File: src/rtl/mac_pkg.sv
// Shared helpers for the MAC tree: ceiling log2 and the widths derived from it.
// Functions stand in for parameter-dependent localparams, since packages carry no parameters.
package mac_pkg;

    function automatic int clog2(input int n);
        int r;
        r = 0;
        while ((1 << r) < n) r++;
        return r;
    endfunction

    function automatic int lvl_of(input int vec_len);
        return clog2(vec_len);
    endfunction

    function automatic int prod_w(input int data_w);
        return 2 * data_w;
    endfunction

    function automatic int tree_w(input int data_w, input int vec_len);
        return prod_w(data_w) + lvl_of(vec_len);
    endfunction

    function automatic bit acc_w_ok(input int acc_w, input int data_w, input int vec_len);
        return acc_w >= tree_w(data_w, vec_len);
    endfunction

endpackage

File: src/rtl/mac_adder_stage.sv
// One registered adder-tree level: PAIRS adjacent operand pairs summed one bit wider.
// Holds all state while en is low.
module mac_adder_stage
#(
    parameter int PAIRS  = 1,
    parameter int IN_W   = 16,
    parameter bit SIGNED = 1'b1
) (
    input  logic                         clk,
    input  logic                         rst,
    input  logic                         en,
    input  logic                         in_valid,
    input  logic                         in_last,
    input  logic [2*PAIRS*IN_W-1:0]      in_data,
    output logic                         out_valid,
    output logic                         out_last,
    output logic [PAIRS*(IN_W+1)-1:0]    out_data
);
    import mac_pkg::*;

    localparam int OUT_W = IN_W + 1;

    logic                   valid_q, valid_d;
    logic                   last_q, last_d;
    logic [PAIRS*OUT_W-1:0] sum_q, sum_d;
    logic [OUT_W-1:0]       lhs, rhs;

    always_comb begin
        valid_d = valid_q;
        last_d  = last_q;
        sum_d   = sum_q;
        lhs     = '0;
        rhs     = '0;
        if (en) begin
            valid_d = in_valid;
            last_d  = in_last;
            for (int unsigned p = 0; p < PAIRS; p++) begin
                if (SIGNED) begin
                    lhs = OUT_W'($signed(in_data[2*p*IN_W +: IN_W]));
                    rhs = OUT_W'($signed(in_data[(2*p+1)*IN_W +: IN_W]));
                end else begin
                    lhs = OUT_W'(in_data[2*p*IN_W +: IN_W]);
                    rhs = OUT_W'(in_data[(2*p+1)*IN_W +: IN_W]);
                end
                sum_d[p*OUT_W +: OUT_W] = lhs + rhs;
            end
        end
    end

    always_ff @(posedge clk) begin
        if (rst) begin
            valid_q <= 1'b0;
            last_q  <= 1'b0;
            sum_q   <= '0;
        end else begin
            valid_q <= valid_d;
            last_q  <= last_d;
            sum_q   <= sum_d;
        end
    end

    assign out_valid = valid_q;
    assign out_last  = last_q;
    assign out_data  = sum_q;

endmodule

File: src/rtl/mac_tree_stream.sv
// Streaming dot-product engine: multiply stage, LVL registered adder levels, then a
// group accumulator that emits one framed result per in_last beat.
module mac_tree_stream
#(
    parameter int DATA_W  = 8,
    parameter int VEC_LEN = 8,
    parameter int ACC_W   = 32,
    parameter int CNT_W   = 16,
    parameter bit SIGNED  = 1'b1
) (
    input  logic                      clk,
    input  logic                      rst,
    input  logic                      in_valid,
    output logic                      in_ready,
    input  logic [DATA_W*VEC_LEN-1:0] in_a,
    input  logic [DATA_W*VEC_LEN-1:0] in_b,
    input  logic                      in_last,
    output logic                      out_valid,
    input  logic                      out_ready,
    output logic [ACC_W-1:0]          out_data,
    output logic [CNT_W-1:0]          out_count
);
    import mac_pkg::*;

    localparam int LVL    = lvl_of(VEC_LEN);
    localparam int NLEAF  = 1 << LVL;
    localparam int PROD_W = prod_w(DATA_W);
    localparam int TREE_W = tree_w(DATA_W, VEC_LEN);

    if (!acc_w_ok(ACC_W, DATA_W, VEC_LEN)) begin : g_acc_w_check
        $error("mac_tree_stream: ACC_W narrower than 2*DATA_W+LVL");
    end

    logic                    en;
    logic                    m_valid_q, m_valid_d, m_last_q, m_last_d;
    logic [NLEAF*PROD_W-1:0] prod_q, prod_d;
    logic signed [PROD_W-1:0] op_a, op_b;
    logic                    lvl_valid [0:LVL];
    logic                    lvl_last  [0:LVL];
    logic [TREE_W-1:0]       tree_out;
    logic [ACC_W-1:0]        acc_q, acc_d, out_data_q, out_data_d, tree_ext, sum;
    logic [CNT_W-1:0]        cnt_q, cnt_d, out_count_q, out_count_d, cnt_inc;
    logic                    out_valid_q, out_valid_d;

    // A held result stalls the whole pipe, so in_ready follows out_ready combinationally.
    assign en       = !(out_valid_q && !out_ready);
    assign in_ready = en;

    // Leaves at VEC_LEN and above stay zero so the tree needs no special padding.
    always_comb begin
        m_valid_d = m_valid_q;
        m_last_d  = m_last_q;
        prod_d    = prod_q;
        op_a      = '0;
        op_b      = '0;
        if (en) begin
            m_valid_d = in_valid;
            m_last_d  = in_last;
            prod_d    = '0;
            for (int unsigned i = 0; i < VEC_LEN; i++) begin
                if (SIGNED) begin
                    op_a = PROD_W'($signed(in_a[i*DATA_W +: DATA_W]));
                    op_b = PROD_W'($signed(in_b[i*DATA_W +: DATA_W]));
                end else begin
                    op_a = PROD_W'(in_a[i*DATA_W +: DATA_W]);
                    op_b = PROD_W'(in_b[i*DATA_W +: DATA_W]);
                end
                prod_d[i*PROD_W +: PROD_W] = op_a * op_b;
            end
        end
    end

    assign lvl_valid[0] = m_valid_q;
    assign lvl_last[0]  = m_last_q;

    for (genvar k = 1; k <= LVL; k++) begin : g_lvl
        localparam int IN_W  = PROD_W + k - 1;
        localparam int PAIRS = NLEAF >> k;
        logic [2*PAIRS*IN_W-1:0]   din;
        logic [PAIRS*(IN_W+1)-1:0] dout;
        if (k == 1) begin : g_first
            assign din = prod_q;
        end else begin : g_next
            assign din = g_lvl[k-1].dout;
        end
        mac_adder_stage #(
            .PAIRS (PAIRS),
            .IN_W  (IN_W),
            .SIGNED(SIGNED)
        ) u_stage (
            .clk      (clk),
            .rst      (rst),
            .en       (en),
            .in_valid (lvl_valid[k-1]),
            .in_last  (lvl_last[k-1]),
            .in_data  (din),
            .out_valid(lvl_valid[k]),
            .out_last (lvl_last[k]),
            .out_data (dout)
        );
    end

    if (LVL == 0) begin : g_no_tree
        assign tree_out = prod_q;
    end else begin : g_tree
        assign tree_out = g_lvl[LVL].dout;
    end

    always_comb begin
        if (SIGNED) tree_ext = ACC_W'($signed(tree_out));
        else        tree_ext = ACC_W'(tree_out);
        sum         = acc_q + tree_ext;
        cnt_inc     = cnt_q + 1'b1;
        acc_d       = acc_q;
        cnt_d       = cnt_q;
        out_valid_d = out_valid_q;
        out_data_d  = out_data_q;
        out_count_d = out_count_q;
        if (en) begin
            if (out_valid_q && out_ready) out_valid_d = 1'b0;
            if (lvl_valid[LVL]) begin
                if (lvl_last[LVL]) begin
                    out_data_d  = sum;
                    out_count_d = cnt_inc;
                    out_valid_d = 1'b1;
                    acc_d       = '0;
                    cnt_d       = '0;
                end else begin
                    acc_d = sum;
                    cnt_d = cnt_inc;
                end
            end
        end
    end

    always_ff @(posedge clk) begin
        if (rst) begin
            m_valid_q   <= 1'b0;
            m_last_q    <= 1'b0;
            prod_q      <= '0;
            acc_q       <= '0;
            cnt_q       <= '0;
            out_valid_q <= 1'b0;
            out_data_q  <= '0;
            out_count_q <= '0;
        end else begin
            m_valid_q   <= m_valid_d;
            m_last_q    <= m_last_d;
            prod_q      <= prod_d;
            acc_q       <= acc_d;
            cnt_q       <= cnt_d;
            out_valid_q <= out_valid_d;
            out_data_q  <= out_data_d;
            out_count_q <= out_count_d;
        end
    end

    assign out_valid = out_valid_q;
    assign out_data  = out_data_q;
    assign out_count = out_count_q;

endmodule

File: config.mk
export PLATFORM = sky130hd
export DESIGN_NAME = mac_tree_stream
export DESIGN_NICKNAME = d
export VERILOG_FILES = /design/src/rtl/mac_pkg.sv /design/src/rtl/mac_adder_stage.sv /design/src/rtl/mac_tree_stream.sv
export SDC_FILE = /design/constraint.sdc
export NUM_CORES = 2
export LEC_CHECK = 0
export CORE_UTILIZATION = 30
export CTS_BUF_LIST = sky130_fd_sc_hd__clkbuf_4 sky130_fd_sc_hd__clkbuf_8
export CTS_CLUSTER_DIAMETER = 100
export DETAILED_ROUTE_END_ITERATION = 12
export GPL_TIMING_DRIVEN = 0
export PLACE_DENSITY = 0.56
export SETUP_SLACK_MARGIN = 0.02
export SYNTH_ARGS = -nofsm -noshare
export SYNTH_HDL_FRONTEND = slang
export SYNTH_HIERARCHICAL = 1
export SYNTH_SLANG_ARGS = --single-unit
File: constraint.sdc
create_clock -name clk -period 6 [get_ports clk]
set_input_delay 1.2 -clock clk [delete_from_list [all_inputs] [get_ports clk]]
set_output_delay 1.2 -clock clk [all_outputs]
set_load 0.01 [all_outputs]
# Yosys cells after proc, flatten, opt, wreduce, memory -nomap -nowiden
# Cells that the tools add are included.
# Widths: inputs -> output; s select.
# op_classes
bitwise_logic	1
n_reduce_logical	6
addsub	9
mux	35
n_mul	8
# ops
op	count
$mux 16	17
$mux 17	8
$mul 16x16->16	8
$mux 18	4
$add 17x17->17	4
$mux 19	2
$add 18x18->18	2
$add 32x32->32	1
$mux 32	1
$add 19x19->19	1
$add 16x1->16 const B	1
$mux 1	3
$reduce_and 3->1	1
$logic_and 1x1->1	2
$logic_not 1->1	2
$reduce_and 2->1	1
$not 1->1	1
# word_totals
output_inout_bits	50
regBits	356
inputBits	133
elab_cells	76

# Longest topological paths before layout
# logic_depth
word_depth	4
mapped_depth	23
mapped_depth_nobuf	22

# Hierarchy
# The synthesis kept the hierarchy.
# by_module_without_submodules
mod	area_each_um2	seq_area_each_um2	instances	cells_each
mac_tree_stream	36891.6	4544.4	1	4212
mac_adder_stage (g_lvl[1].u_stage)	5300.1	1401.3	1	643
mac_adder_stage (g_lvl[2].u_stage)	2950.3	760.7	1	360
mac_adder_stage (g_lvl[3].u_stage)	1742.9	420.4	1	217

# Worst setup path after synthesis
# Ideal clock, no wire load.
# synth_path
path_type	input-to-reg
from	input in_a[6]
to	register prod_q[14], in the netlist g_lvl[1].din[14]
slack_ps	-303
n_path_buf	1
t_arrival_ps	6224
cell_stages	20
required_time_ps	5921
cell_sequence	clkbuf_1 -> and2_1 -> fa_1 -> inv_1 -> fa_1 -> inv_1 -> fa_1 -> inv_1 -> fa_1 -> inv_1 -> fa_1 -> inv_1 -> fa_1 -> inv_1 -> ha_1 -> and3_1 -> a2111oi_1 -> o21bai_1 -> a211o_1 -> o211ai_1
# synth_via
elab_chain_cells	2
# synth_rtl
item	line	text
start, declared	mac_tree_stream.sv:15	input logic [DATA_W*VEC_LEN-1:0] in_a,
$mux 16	mac_tree_stream.sv:56	if (en) begin
$mul 16x16->16	mac_tree_stream.sv:68	prod_d[i*PROD_W +: PROD_W] = op_a * op_b;
end signal, assigned	mac_tree_stream.sv:149	prod_q <= prod_d;
end, declared	mac_tree_stream.sv:36	logic [NLEAF*PROD_W-1:0] prod_q, prod_d;
# No other way between the ends. The select of a mux whose other input is x is not followed.
# A chain may end at the register's enable or synchronous reset.

# Worst setup path in the final report
# layout_path
from	input in_b[42]
to	register prod_q[95], in the netlist g_lvl[1].din[95]
# layout_via
elab_chain_cells	2
# layout_rtl
item	line	text
start, declared	mac_tree_stream.sv:16	input logic [DATA_W*VEC_LEN-1:0] in_b,
$mux 16	mac_tree_stream.sv:56	
$mul 16x16->16	mac_tree_stream.sv:68	
# No other way between the ends. The select of a mux whose other input is x is not followed.

==> impl_metrics.yaml <==
drt:
  vias: 36630
  drt_pre_antenna_iters: 6
  drc: 0
  finalWirelength_mm: 127.8
  routed_via_density: 4.729
  wl_per_cell_um: 16.50
  ant_nets: 0
  drtIter0Drc: 1825
clocking:
  cts_made_buffers: 60
  cts_num_sinks: 356
  htreeDepth: 2
  cts.path.max_buffers: 3
  clk_latency_ns: 0.69
  cts_tree: "built"
  cts.reportedPaths.clkPinSlew_ns: 0.06
  clockRootBuffer: "clkbuf_8"
grt:
  grt_pass1_wl_mm: 207.4
  grt_max_degree: 22
  grt_util_all_layers_pct: 16.36
  grt_pass1_vias: 38124
  gr-total-overflow: 0
  antenna_found_initial: 7
power_and_ir_drop:
  ir_worst_vdd_uv: 618.1
  power.density_mw_per_mm2: 533.1
  leakage_uw: 0.02564
  power_uw: 28050
worst_setup_path:
  critPathCaptureType: "register"
  r2r_slack_ns: 1.58
  cp_cell_sequence: "dlygate4sd2_1, and2_4, fa_2, inv_2, fa_1, inv_1, fa_1, fa_1, fa_1, inv_1, fa_1, inv_1, ha_1, nand3_1, nand2_1, a41o_1, o41ai_4, xnor2_2, a211oi_1"
  cp_num_buf_inv: 5
  cpLargestDelayFamily: "adder cells"
  slowest_stage: "fa_2"
  crit_path_max_fanout: 8
  worstReg2RegStart: "out_valid"
  worst_path_most_repeated_cell: "fa_1"
  critPathKind: "in2reg"
  cp_data_arrival_time_ns: 6.36
  cp-start-kind: "input pin"
  timing.rr.end: "g_lvl[1].u_stage/out_data[48]"
  slowest_delay_ns: 0.58
  crit_required_ns: 6.52
  worst_r2r_path_depth: 11
synth:
  ys_ff_latch: 356
  synthSimpleGateAreaFrac_pct: 15.31
  synth_top_area_share_pct: 24.55
  yosysUniqueCellTypes: 107
  async_flop_share_pct: 0
  syn-instance-count: 5432
  synthAdderAreaFrac_pct: 40.48
  syn_area_mm2: 0.04688
  synth_xor_xnor_area_share_pct: 6.221
  synth_compound_gate_area_share_pct: 12.11
  ys.warnings.count: 6
  yosysMostFrequentCell: "inv_1"
  yosysTopAreaCell: "fa_1"
  synth_area_leaders: "fa_1, ha_1, dfxtp_1"
  syn_nets: 6737
  synth-edff-count: 0
  yosysSeqAreaShare_pct: 15.20
  synth_mux_area_share_pct: 1.102
  synth_commonest_cells: "inv_1, ha_1, nand2_1"
  avgSynthCellArea_um2: 8.631
  synth_top_family_by_area: "adder cells"
  synthFlopType: "dfxtp_1"
worst_hold_path:
  min_from: "out_data[17]"
  whs_endpoint: "out_data[17]"
  min_delay_path_depth: 2
  hold_class: "reg2reg"
finish:
  final_cells: 7746
  postLayoutCoreUtil_pct: 34.03
  area_growth_pct: 12.21
  multi_input_comb_area_mm2: 0.03573
  seq_area_mm2: 0.007127
  fillers: 16219
  layout-drive-gt1-share_pct: 6.529
  fin_nets: 6958
sta:
  finalSetupViolations: 0
  slew_headroom_pct: 15.01
  worst_pin_slew_ns: 1.275
  slew_viol_final: 0
  final.setup_skew_ns: 0.02973
  fmax_mhz: 171.0
  rsz0062_at_grt: "false"
  min_period_ns: 5.849
  worst_hold_slack_ns: 0.4555
  post-route-period-util_pct: 97.49
  hold_violations: 0
  finalSetupTns_ns: 0
die:
  core_mm2: 0.1546
  initial_core_util_pct: 30.33
  io_pins: 183
  die_h_um: 397.3
  dieArea_mm2: 0.1579
  rows: 144
  die_x_um: 397.3
place:
  routabilityCongestion: 0.9051
  portBuffers: 147
  hpwl_mm: 108.3
  dp_cells: 7623
flow_run:
  cap_violations: 0
status:
  status: "finished clean"
-- flip-flops by register name (all words and copies together), names as in the netlist, 3 cells and up --
signal,cells
cnt_q,16
out_count,16
out_data,32
g_lvl.u_stage/out_last,3
g_lvl.din,128
g_lvl.u_stage/out_valid,3
acc_q,32
g_lvl.u_stage/out_data,123
-- area by class of cell --
cell class / count / share of cell area, %
diodes: 4 / 0.01903
plain buffers: 163 / 1.444
clock buffers: 92 / 2.169
clock inverters: 15 / 0.3163
inverters: 1008 / 7.192
multi-input cells: 3905 / 67.91
flip-flops and latches: 356 / 13.55
well taps: 2044 / 4.861
repair buffers: 159 / 2.547
-- metrics by stage --
step / setup slack, ns / area (um^2)
after CTS: 0.02050 / 52590
after global routing: 0.01396 / 52610
after floorplan: -0.02831 / 47120
after detailed placement: -1.381 / 51150
final: 0.1508 / 52610
after global placement: -1.359 / 51150
-- cell families after synthesis --
group                      after synthesis
adders and majority gates             1172
muxes                                   51
xor gates and xnor gates               333
AOI/OAI and AO/OA                      855
buffers and inverters                 1171
and+or+nand+nor                       1494
DFF                                    356
-- power breakdown --
part | internal, uW | leakage (uW) | switching, uW
logic | 9420 | 0.0220 | 12700
registers | 3060 | 0.00293 | 492
clock network | 1340 | 0.000698 | 1080
total | 13800 | 0.0256 | 14200
-- per-layer routing --
layer  part of all wire (%)  global-route usage (%)  up-vias
met5                      0                       0        -
met4                    1.9                   3.345        0
met3                    3.7                   1.483      128
met2                     49                   29.09      687
met1                     46                   21.41    17882
li1                       -                       -    17933
-- tightest hold or removal path: stages, from the launching register on --
cell     delay [ns]
dfxtp_1        0.31
nand2_1        0.05
a21oi_1        0.05
-- worst max path at each step --
stage	start	slack [ns]	depth (start not counted)	endpoint
floorplan	in_a[6]	-0.03	20	g_lvl[1].din[14]
global placement	in_b[17]	-1.36	22	g_lvl[1].din[46]
detailed placement	in_b[17]	-1.38	22	g_lvl[1].din[46]
CTS	in_a[15]	0.02	18	g_lvl[1].din[31]
global route	in_b[22]	0.01	22	g_lvl[1].din[46]
finish	in_b[42]	0.15	19	g_lvl[1].din[95]
-- what timing repair did --
action                     4_1_cts  5_1_grt
cloned                           0        0
hold endpoints to repair         0        0
hold buffers                     0        0
pin swaps                        6       21
gates resized for setup        120      169
buffers inserted                 3        9
setup endpoints to repair       32       27
-- cell usage in the layout, fill, tap and decap left out, types with 18 or more instances in the layout --
cell,n
a211oi_1,59
a21o_1,59
a21oi_1,304
a22oi_1,33
and2_1,330
and3_1,30
buf_1,22
clkbuf_1,107
clkbuf_2,49
clkbuf_4,21
clkbuf_8,81
clkdlybuf4s50_1,64
dfxtp_1,356
fa_1,564
ha_1,585
inv_1,987
inv_2,19
mux2i_1,46
nand2_1,578
nand2b_1,19
nand3_1,86
nand4_1,20
nor2_1,252
nor3_1,40
o211ai_1,20
o21a_1,21
o21ai_0,122
o21bai_1,36
or3_1,18
xnor2_1,262
xor2_1,61
Note: power is estimated with default switching activity, not from simulation.
